File: src/rtl/fp_convert_round_pkg.sv
// Shared types and constants for the integer-to-float conversion block.
package fp_convert_round_pkg;

  localparam int unsigned STATE_W = 2;

  // Conversion sequencer states
  typedef enum logic [STATE_W-1:0] {
    IDLE  = 2'd0,
    NORM  = 2'd1,
    ROUND = 2'd2,
    DONE  = 2'd3
  } state_e;

  // Round-mode encodings as seen on round_mode
  localparam logic RND_HALF_UP = 1'b0;
  localparam logic RND_TRUNC   = 1'b1;

endpackage : fp_convert_round_pkg

File: src/rtl/fp_round_stage.sv
// Combinational rounding, mantissa carry and exponent saturation for one sample.
module fp_round_stage
  import fp_convert_round_pkg::*;
#(
  parameter int unsigned EXP_W  = 3,
  parameter int unsigned MANT_W = 4
) (
  input  logic [MANT_W-1:0] mag_i,
  input  logic              rbit_i,
  input  logic [EXP_W-1:0]  exp_i,
  input  logic              mode_i,
  input  logic              sat_i,
  output logic [EXP_W-1:0]  exp_c_o,
  output logic [MANT_W-1:0] mant_c_o
);

  localparam int unsigned SUM_W = MANT_W + 1;

  logic [SUM_W-1:0] sum_c;
  logic             inc_c;
  logic             carry_c;

  // Add the round bit in half-up mode, then fold a carry-out into the exponent
  always_comb begin
    inc_c    = (mode_i == RND_HALF_UP) && rbit_i;
    sum_c    = {1'b0, mag_i} + SUM_W'(inc_c);
    carry_c  = sum_c[MANT_W];
    exp_c_o  = exp_i;
    mant_c_o = sum_c[MANT_W-1:0];
    if (sat_i || (carry_c && (&exp_i))) begin
      exp_c_o  = {EXP_W{1'b1}};
      mant_c_o = {MANT_W{1'b1}};
    end else if (carry_c) begin
      exp_c_o  = exp_i + EXP_W'(1);
      mant_c_o = {1'b1, {(MANT_W-1){1'b0}}};
    end
  end

endmodule : fp_round_stage

File: src/rtl/fp_convert_round.sv
// Converts a signed integer sample to sign/exponent/mantissa form by
// iterative right shifts, then rounds (half-up or truncate) with saturation.
module fp_convert_round
  import fp_convert_round_pkg::*;
#(
  parameter int unsigned IN_W   = 12,
  parameter int unsigned EXP_W  = 3,
  parameter int unsigned MANT_W = 4
) (
  input  logic              clk,
  input  logic              rst_n,
  input  logic [IN_W-1:0]   in_data,
  input  logic              in_valid,
  output logic              in_ready,
  input  logic              round_mode,
  output logic              out_sign,
  output logic [EXP_W-1:0]  out_exp,
  output logic [MANT_W-1:0] out_mant,
  output logic              out_valid,
  input  logic              out_ready
);

  state_e              state_q, state_d;
  logic                sign_q, sign_d;
  logic [IN_W-1:0]     mag_q, mag_d;
  logic [EXP_W-1:0]    exp_q, exp_d;
  logic                rbit_q, rbit_d;
  logic                mode_q, mode_d;
  logic                sat_q, sat_d;
  logic                out_sign_q, out_sign_d;
  logic [EXP_W-1:0]    out_exp_q, out_exp_d;
  logic [MANT_W-1:0]   out_mant_q, out_mant_d;
  logic                out_valid_q, out_valid_d;
  logic                in_ready_q, in_ready_d;

  logic [IN_W-1:0]     abs_c;
  logic                mag_big_c;
  logic [EXP_W-1:0]    rnd_exp_c;
  logic [MANT_W-1:0]   rnd_mant_c;

  // Rounding datapath; only the low MANT_W magnitude bits matter once
  // normalisation is done, and saturation overrides everything otherwise
  fp_round_stage #(
    .EXP_W  (EXP_W),
    .MANT_W (MANT_W)
  ) u_round (
    .mag_i    (mag_q[MANT_W-1:0]),
    .rbit_i   (rbit_q),
    .exp_i    (exp_q),
    .mode_i   (mode_q),
    .sat_i    (sat_q),
    .exp_c_o  (rnd_exp_c),
    .mant_c_o (rnd_mant_c)
  );

  // Magnitude of the incoming sample; the most-negative value maps to 2^(IN_W-1)
  always_comb begin
    abs_c = in_data;
    if (in_data[IN_W-1]) begin
      abs_c = (~in_data) + IN_W'(1);
    end
  end

  // Next-state and next-output logic for the conversion sequencer
  always_comb begin
    state_d    = state_q;
    sign_d     = sign_q;
    mag_d      = mag_q;
    exp_d      = exp_q;
    rbit_d     = rbit_q;
    mode_d     = mode_q;
    sat_d      = sat_q;
    out_sign_d = out_sign_q;
    out_exp_d  = out_exp_q;
    out_mant_d = out_mant_q;
    mag_big_c  = |mag_q[IN_W-1:MANT_W];

    case (state_q)
      IDLE: begin
        if (in_valid && in_ready_q) begin
          sign_d  = in_data[IN_W-1];
          mag_d   = abs_c;
          exp_d   = '0;
          rbit_d  = 1'b0;
          mode_d  = round_mode;
          sat_d   = 1'b0;
          state_d = NORM;
        end
      end
      NORM: begin
        if (mag_big_c) begin
          if (&exp_q) begin
            sat_d   = 1'b1;
            state_d = ROUND;
          end else begin
            mag_d  = mag_q >> 1;
            rbit_d = mag_q[0];
            exp_d  = exp_q + EXP_W'(1);
          end
        end else begin
          state_d = ROUND;
        end
      end
      ROUND: begin
        out_sign_d = sign_q;
        out_exp_d  = rnd_exp_c;
        out_mant_d = rnd_mant_c;
        state_d    = DONE;
      end
      DONE: begin
        if (out_ready) begin
          state_d = IDLE;
        end
      end
      default: begin
        state_d = IDLE;
      end
    endcase

    in_ready_d  = (state_d == IDLE);
    out_valid_d = (state_d == DONE);
  end

  // State and datapath registers
  always_ff @(posedge clk or negedge rst_n) begin
    if (!rst_n) begin
      state_q     <= IDLE;
      sign_q      <= 1'b0;
      mag_q       <= '0;
      exp_q       <= '0;
      rbit_q      <= 1'b0;
      mode_q      <= RND_HALF_UP;
      sat_q       <= 1'b0;
      out_sign_q  <= 1'b0;
      out_exp_q   <= '0;
      out_mant_q  <= '0;
      out_valid_q <= 1'b0;
      in_ready_q  <= 1'b1;
    end else begin
      state_q     <= state_d;
      sign_q      <= sign_d;
      mag_q       <= mag_d;
      exp_q       <= exp_d;
      rbit_q      <= rbit_d;
      mode_q      <= mode_d;
      sat_q       <= sat_d;
      out_sign_q  <= out_sign_d;
      out_exp_q   <= out_exp_d;
      out_mant_q  <= out_mant_d;
      out_valid_q <= out_valid_d;
      in_ready_q  <= in_ready_d;
    end
  end

  assign in_ready  = in_ready_q;
  assign out_valid = out_valid_q;
  assign out_sign  = out_sign_q;
  assign out_exp   = out_exp_q;
  assign out_mant  = out_mant_q;

endmodule : fp_convert_round

File: config.mk
export PLATFORM = sky130hd
export DESIGN_NAME = fp_convert_round
export DESIGN_NICKNAME = d
export VERILOG_FILES = /design/src/rtl/fp_convert_round_pkg.sv /design/src/rtl/fp_round_stage.sv /design/src/rtl/fp_convert_round.sv
export SDC_FILE = /design/constraint.sdc
export NUM_CORES = 1
export LEC_CHECK = 0
export ABC_CLOCK_PERIOD_IN_PS = 4200
export BUFFER_PORTS_ARGS = -buffer_cell sky130_fd_sc_hd__buf_2
export CELL_PAD_IN_SITES_DETAIL_PLACEMENT = 0
export CELL_PAD_IN_SITES_GLOBAL_PLACEMENT = 2
export CORE_ASPECT_RATIO = 0.5
export CORE_UTILIZATION = 37
export DETAILED_ROUTE_END_ITERATION = 8
export PLACE_DENSITY = 0.79
export SLEW_MARGIN = 15
export SYNTH_ARGS = -nofsm -noshare
export SYNTH_HDL_FRONTEND = slang
export SYNTH_SLANG_ARGS = --single-unit
File: constraint.sdc
create_clock -name clk -period 4.2 [get_ports clk]
set_input_delay 0 -clock clk [delete_from_list [all_inputs] [get_ports clk]]
set_output_delay 0 -clock clk [all_outputs]
set_load 0.05 [all_outputs]
**Yosys cells after proc, flatten, opt, wreduce, memory -nomap -nowiden**

Cells that the tools add are included.
W data, S select, Z words.

- Memories kept: 0
- Output and inout port bits: 10
- Logic and storage cells: 62
- Bits in latches: 0
- RAM bits: 0
- Memory bits (read-only): 0
- Flip-flop bits (word level): 31
- Input bits: 17

- Div/mod/pow operators: 0
- Multiplexer cells: 25
- Reduce and logical (&&, ||, !) cells: 12
- Shift operators: 0
- $lt $le $gt $ge: 0
- Add/subtract/negate cells: 3
- Eq/ne operators: 8
- Bitwise operators: 2
- Multipliers: 0

Operators by type and width:

| cell | count |
|---|---|
| $mux W12 | 4 |
| $pmux W12 S2 | 1 |
| $mux W3 | 5 |
| $add A12 B1 Y12 const B | 1 |
| $not A12 Y12 | 1 |
| $mux W2 | 4 |
| $mux W4 | 2 |
| $ne A2 B2 Y1 const B | 4 |
| $pmux W2 S4 | 1 |
| $reduce_and A4 Y1 | 2 |
| $reduce_or A8 Y1 | 1 |
| $eq A2 B2 Y1 const B | 3 |
| $pmux W3 S2 | 1 |
| $add A4 B1 Y5 | 1 |
| $mux W1 | 5 |
| $logic_not A2 Y1 | 2 |
| $pmux W1 S2 | 2 |
| $add A3 B1 Y3 const B | 1 |
| $logic_and A1 B1 Y1 | 3 |
| $reduce_and A3 Y1 | 1 |
| $eq A2 B1 Y1 const B | 1 |
| $reduce_and A2 Y1 | 1 |
| $reduce_bool A2 Y1 | 1 |
| $logic_or A1 B1 Y1 | 1 |
| $not A1 Y1 | 1 |

**Logic depth before layout (Yosys ltp)**

- Depth in word-level cells: 6
- Mapped depth: 8
- Depth with buffers taken out: 6

**Hierarchy**

A second synthesis with hierarchy kept.

- Cell total of the unflattened synthesis: 181
- Area total of the unflattened synthesis: 1,736.7 sq um

Modules (own cells, without submodules):

| module | times used | sequential area each (sq um) | cells each | area an instance (sq um) |
|---|---|---|---|---|
| fp_convert_round | 1 | 777.0 | 152 | 1,545.2 |
| fp_round_stage | 1 | 0.0 | 29 | 191.4 |

**Worst setup path before layout**

Ideal clock, no wire load.

- Kind: register to register
- Start: register mag_q[7]
- End: register mag_q[2]
- Setup slack: 2.279 ns
- Buffers on the path: 2
- Library setup time: 0.125 ns
- Clock period less this slack: 1.921 ns
- Data arrival time: 1.796 ns
- Required time: 4.075 ns
- Cell stages (with the launch flop): 7
- Cells stage by stage: dfrtp_1 or4_4 o211a_1 buf_6 nor2_8 buf_8 mux2_4

- Word-level cells in the longest chain between the ends: 3

RTL lines:

| what | RTL line | RTL |
|---|---|---|
| start, declared | fp_convert_round.sv:25 | `logic [IN_W-1:0] mag_q, mag_d;` |
| start signal, assigned | fp_convert_round.sv:142 | `mag_q <= mag_d;` |
| $reduce_or A8 Y1 | fp_convert_round.sv:76 | `mag_big_c = \|mag_q[IN_W-1:MANT_W];` |
| $ne A2 B2 Y1 (no line) | - |  |
| $reduce_and A4 Y1 (no line) | - |  |

Every way passes these cells.
A chain may end at the register's enable or synchronous reset.

**Worst setup path after layout**

- Start: register state_q[0]
- End: register mag_q[5]

- Word-level cells in the longest chain between the ends: 3
- Elaborated cells on any way between the ends: 8
- Classes of those cells: eq/ne: 4; mux: 1; reduce/logical: 3

RTL lines:

| what | RTL line | RTL |
|---|---|---|
| start, declared | fp_convert_round.sv:23 | `state_e state_q, state_d;` |
| start signal, assigned | fp_convert_round.sv:140 | `state_q <= state_d;` |
| $eq A2 B1 Y1 or $logic_not A2 Y1 (tied branches) | fp_convert_round.sv:78 | `case (state_q)` |
| $ne A2 B2 Y1 (no line) or $reduce_bool A2 Y1 (tied branches) | - |  |
| $reduce_and A4 Y1 (no line) | - |  |

Parallel ways exist; a longest one is shown, timed or not.

==> results <==
- Synthesis produced a netlist with a net count of 201.
- The slowest stage cell on the critical path is sky130_fd_sc_hd__nor2b_1.
- The post-synthesis instance area is 1740 um2.
- In this run the power density over the cells is 819 nW/um2.
- Excluding fillers, the count of instances in the completed layout stands at 264.
- The post-route netlist has 20.3% of its cells at a drive strength greater than 1.
- The actual slew at the worst max-slew pin is 0.953 ns.
- The initial cell density of the core is 39.1%.
- The run finished, with violations left.
- The routed design could run at a clock period as short as 2.40 ns.
- The layout overhead on the synthesized area is 16.6%.
- The share of synthesized flip-flops with an asynchronous set or reset is 100%.
- The number of H-tree levels is 2.
- After detailed routing, the average wire length per cell comes to 14.9 um.
- The number of synthesized flops with an enable pin is 0.
- The number of ports placed on the die boundary is 27.
- The clock-pin transition on the worst setup and hold timing paths is 0.07 ns.
- The cell sitting at the root of the clock tree is a sky130_fd_sc_hd__clkbuf_8.
- Max-cap violations in this run came to 0.
- For this run, the detailed router's first-pass iteration total came to 6.
- The sum of overflow across all layers after global routing is 0.
- The initial antenna violation count came to 0.
- The final layout contains routed wiring with a total length of 3940 um.
- The number of fill cells in the layout is 439.
- The detailed-placement wirelength estimate is 2900 um.
- The detail-routed via count per cell is 5.38.
- The data required time at the worst endpoint is 4.36 ns.
- The final reports fail on DRC.
- The multi-input combinational cell area is 880 um2.
- Detailed routing inserted a total of 1,419 vias.
- STA classifies the critical path endpoint as a flip-flop.
- The number of global-route vias before repair was 1,351.
- The number of synthesis warnings is 0.
- In this design, the stage delay of the slowest critical-path cell is 0.80 ns.
- The number of synthesized register bits is 31.
- The critical path contains buffers and inverters numbering 0 combined.
- The setup TNS is 0 ns.
- The leading register cell type out of synthesis is sky130_fd_sc_hd__dfrtp_1.
- Clock latency on the worst-skew pair, taken at its later pin, is 0.28 ns.
- The number of sinks handled by clock tree synthesis is 31.
- The post-CTS resize count is 0.
- The netlist uses 44 different library cells.
- Of the available clock period, the critical path in the final layout requires 57.1%.
- The number of CTS-inserted buffers is 5.
- The total of buffers placed on input and output ports is 26.
- Setup repair after global routing left no endpoint under its margin.
- The kind of cell with the highest combined delay on the critical path is compound AO/OA/AOI/OAI gates.
- Entering global routing, the biggest net connects 32 pins.
- IR analysis of the VDD net gives a maximum drop of 0.232 mV.
- At the end of the flow, the number of nets in the layout was 228.
- The first-pass GRT wire length is 6750 um.
- Setup violations remaining at the end of the flow were counted as 0.
- The count of mapped cells out of synthesis is 179.
- The number of remaining DRC errors is 2.
- Walking the worst path, the cells encountered are nor2b_1 -> o211ai_1 -> a22oi_1 -> a31oi_1.
- In this run the static leakage power is 0.922 nW.
- Across the whole layout, storage elements account for 777 um2.
- TritonCTS built the clock tree.
- The top achievable clock speed is 417 MHz.
- The kind of launch point of the worst setup path is a flip-flop.
- From bottom edge to top edge, the die measures 50.4 um.
- The path type of the worst min-delay path is in -> reg.
- The number of routed nets with antenna violations is 0.
- Clock skew on the completed layout was measured at 0.00491 ns.
- The number of placed instances, taps included is 254.
- The maximum fanout along the worst path is 14.
- The relative slew slack is 36.3%.
- A synthesized cell averages 9.70 um2.
- The initialized floorplan defines 17 standard-cell rows.
- Of the synthesized area, sequential elements account for 44.7%.
- The clock passes through at most 2 buffers.
- The weighted congestion reported at the end of routability-driven placement is 0.802.
- The number of max-slew violations in the final report is 0.
- The die area is 4990 um2.
- Measured along the x axis, the die boundary spans 98.9 um.
- The number of endpoints with negative hold slack in the final report came to 0.
- The number of inserted diodes is 0.
- The setup path with the least slack is of type reg -> reg.
- The area of the core is 4450 um2.
- In the global route stage, overall resource usage came out at 18.3%.
- The data arrival time of the critical path is 2.56 ns.
- In this run, the number of DRC markers left after iteration 0 of detailed routing was 64.
[sequential cells by signal (all words and copies together), names as in the netlist]
name,cells
mag_q,12
out_mant,4
exp_q,3
out_exp,3
state_q,2
in_ready,1
mode_q,1
out_sign,1
out_valid,1
rbit_q,1
sat_q,1
sign_q,1
[placed cells by master, fill, tap and decap left out, types with 2 or more instances in the layout]
master / count
sky130_fd_sc_hd__a211oi_1: 2
sky130_fd_sc_hd__a21oi_1: 13
sky130_fd_sc_hd__a22o_1: 3
sky130_fd_sc_hd__a31oi_1: 2
sky130_fd_sc_hd__and4_1: 2
sky130_fd_sc_hd__buf_2: 26
sky130_fd_sc_hd__clkbuf_8: 6
sky130_fd_sc_hd__dfrtp_1: 30
sky130_fd_sc_hd__dlygate4sd3_1: 2
sky130_fd_sc_hd__ha_1: 5
sky130_fd_sc_hd__inv_1: 8
sky130_fd_sc_hd__mux2_2: 2
sky130_fd_sc_hd__mux2i_1: 4
sky130_fd_sc_hd__nand2_1: 9
sky130_fd_sc_hd__nand2b_1: 6
sky130_fd_sc_hd__nand3_1: 12
sky130_fd_sc_hd__nor2_1: 15
sky130_fd_sc_hd__nor2b_1: 5
sky130_fd_sc_hd__nor3_1: 9
sky130_fd_sc_hd__o211a_1: 2
sky130_fd_sc_hd__o211ai_1: 4
sky130_fd_sc_hd__o21ai_0: 5
sky130_fd_sc_hd__o21ai_1: 4
sky130_fd_sc_hd__o22ai_1: 2
sky130_fd_sc_hd__o2bb2ai_1: 2
sky130_fd_sc_hd__o32ai_1: 2
sky130_fd_sc_hd__or4_1: 2
sky130_fd_sc_hd__xnor2_1: 6
[report_power, final]
group,leakage [nW],switching (mW),internal (mW)
Clock,0.0612,0.113,0.192
Combinational,0.488,0.521,0.281
Sequential,0.372,0.107,0.445
Total,0.922,0.741,0.918
[cell type report]
cell class | count | share of cell area [%]
tap | 57 | 3.52
timing repair buffer | 28 | 7.41
clock inverter | 2 | 1.73
inverter | 8 | 1.48
multi-input combinational | 132 | 43.4
clock buffer | 6 | 4.08
sequential | 31 | 38.4
[worst paths after layout]
kind                            cells past startpoint          end        from  slack (ns)
max in group asynchronous                           2   state_q[0]       rst_n        3.46
worst max register to register                      4     mag_q[5]  state_q[0]        1.80
worst max-delay path                                4     mag_q[5]  state_q[0]        1.80
worst min register to register                      2       mode_q      mode_q        0.49
worst min-delay path                                4   state_q[1]   out_ready        0.02
min in group asynchronous                           2  out_mant[2]       rst_n        0.29
[worst min-delay path, stage by stage]
cell,delay (ns)
sky130_fd_sc_hd__buf_2,0.08
sky130_fd_sc_hd__nand2_1,0.04
sky130_fd_sc_hd__nand2_1,0.09
sky130_fd_sc_hd__nand2_1,0.05
[synth_stat cells (2+ instances only)]
library cell	n	area (um2)
sky130_fd_sc_hd__a21oi_1	13	65.1
sky130_fd_sc_hd__a22o_1	3	26.3
sky130_fd_sc_hd__xnor2_1	6	52.6
sky130_fd_sc_hd__o211ai_1	4	30.0
sky130_fd_sc_hd__o21ai_0	5	25.0
sky130_fd_sc_hd__o2bb2ai_1	2	17.5
sky130_fd_sc_hd__o21ai_1	4	20.0
sky130_fd_sc_hd__o22ai_1	2	12.5
sky130_fd_sc_hd__dfrtp_1	30	751
sky130_fd_sc_hd__inv_1	8	30.0
sky130_fd_sc_hd__nor3_1	9	45.0
sky130_fd_sc_hd__nand2_1	9	33.8
sky130_fd_sc_hd__mux2_2	2	22.5
sky130_fd_sc_hd__clkbuf_1	5	18.8
sky130_fd_sc_hd__or4_1	2	15.0
sky130_fd_sc_hd__a31oi_1	2	12.5
sky130_fd_sc_hd__o211a_1	2	20.0
sky130_fd_sc_hd__ha_1	5	62.6
sky130_fd_sc_hd__and4_1	2	17.5
sky130_fd_sc_hd__nand2b_1	6	37.5
sky130_fd_sc_hd__a211oi_1	2	15.0
sky130_fd_sc_hd__nor2_1	15	56.3
sky130_fd_sc_hd__nand3_1	12	60.1
sky130_fd_sc_hd__mux2i_1	4	40.0
sky130_fd_sc_hd__o32ai_1	2	17.5
sky130_fd_sc_hd__nor2b_1	5	31.3
[kinds of logic after synthesis]
| group | count (synthesis) | synth area share (%) |
|---|---|---|
| muxes | 7 | 4.47 |
| DFF | 31 | 44.7 |
| xor gates and xnor gates | 7 | 3.53 |
| and+or+nand+nor | 68 | 22.1 |
| buffers and inverters | 16 | 4.61 |
| adders and majority gates | 5 | 3.60 |
| AOI/OAI and AO/OA | 45 | 16.9 |
[per-layer routing]
layer / vias to the layer above / global-route usage [%] / wire length (um)
li1: 710 / - / -
met1: 666 / 26.9 / 2150
met2: 40 / 26.2 / 1590
met3: 3 / 4.18 / 173
met4: 0 / 5.97 / 29
met5: - / 0 / 0
[through the flow]
stage	utilization, %	total power [mW]	hold WS [ns]	worst slack [ns]	area, um2
6_report	45.6	1.66	0.0202	1.80	2030
5_1_grt	45.6	1.79	0.0228	1.52	2030
4_1_cts	45.6	1.67	0.0180	1.81	2030
3_5_place_dp	42.5	1.36	0.0907	1.82	1890
3_3_place_gp	42.5	1.35	0.0837	1.97	1890
2_1_floorplan	-	1.21	-0.296	2.28	1740
[repair_timing]
item,in CTS,in global routing
endpoints found under the setup margin,0,0
buffers inserted,0,0
hold buffers,2,0
hold endpoints to repair,31,0
(Power assumes the default switching activity.)
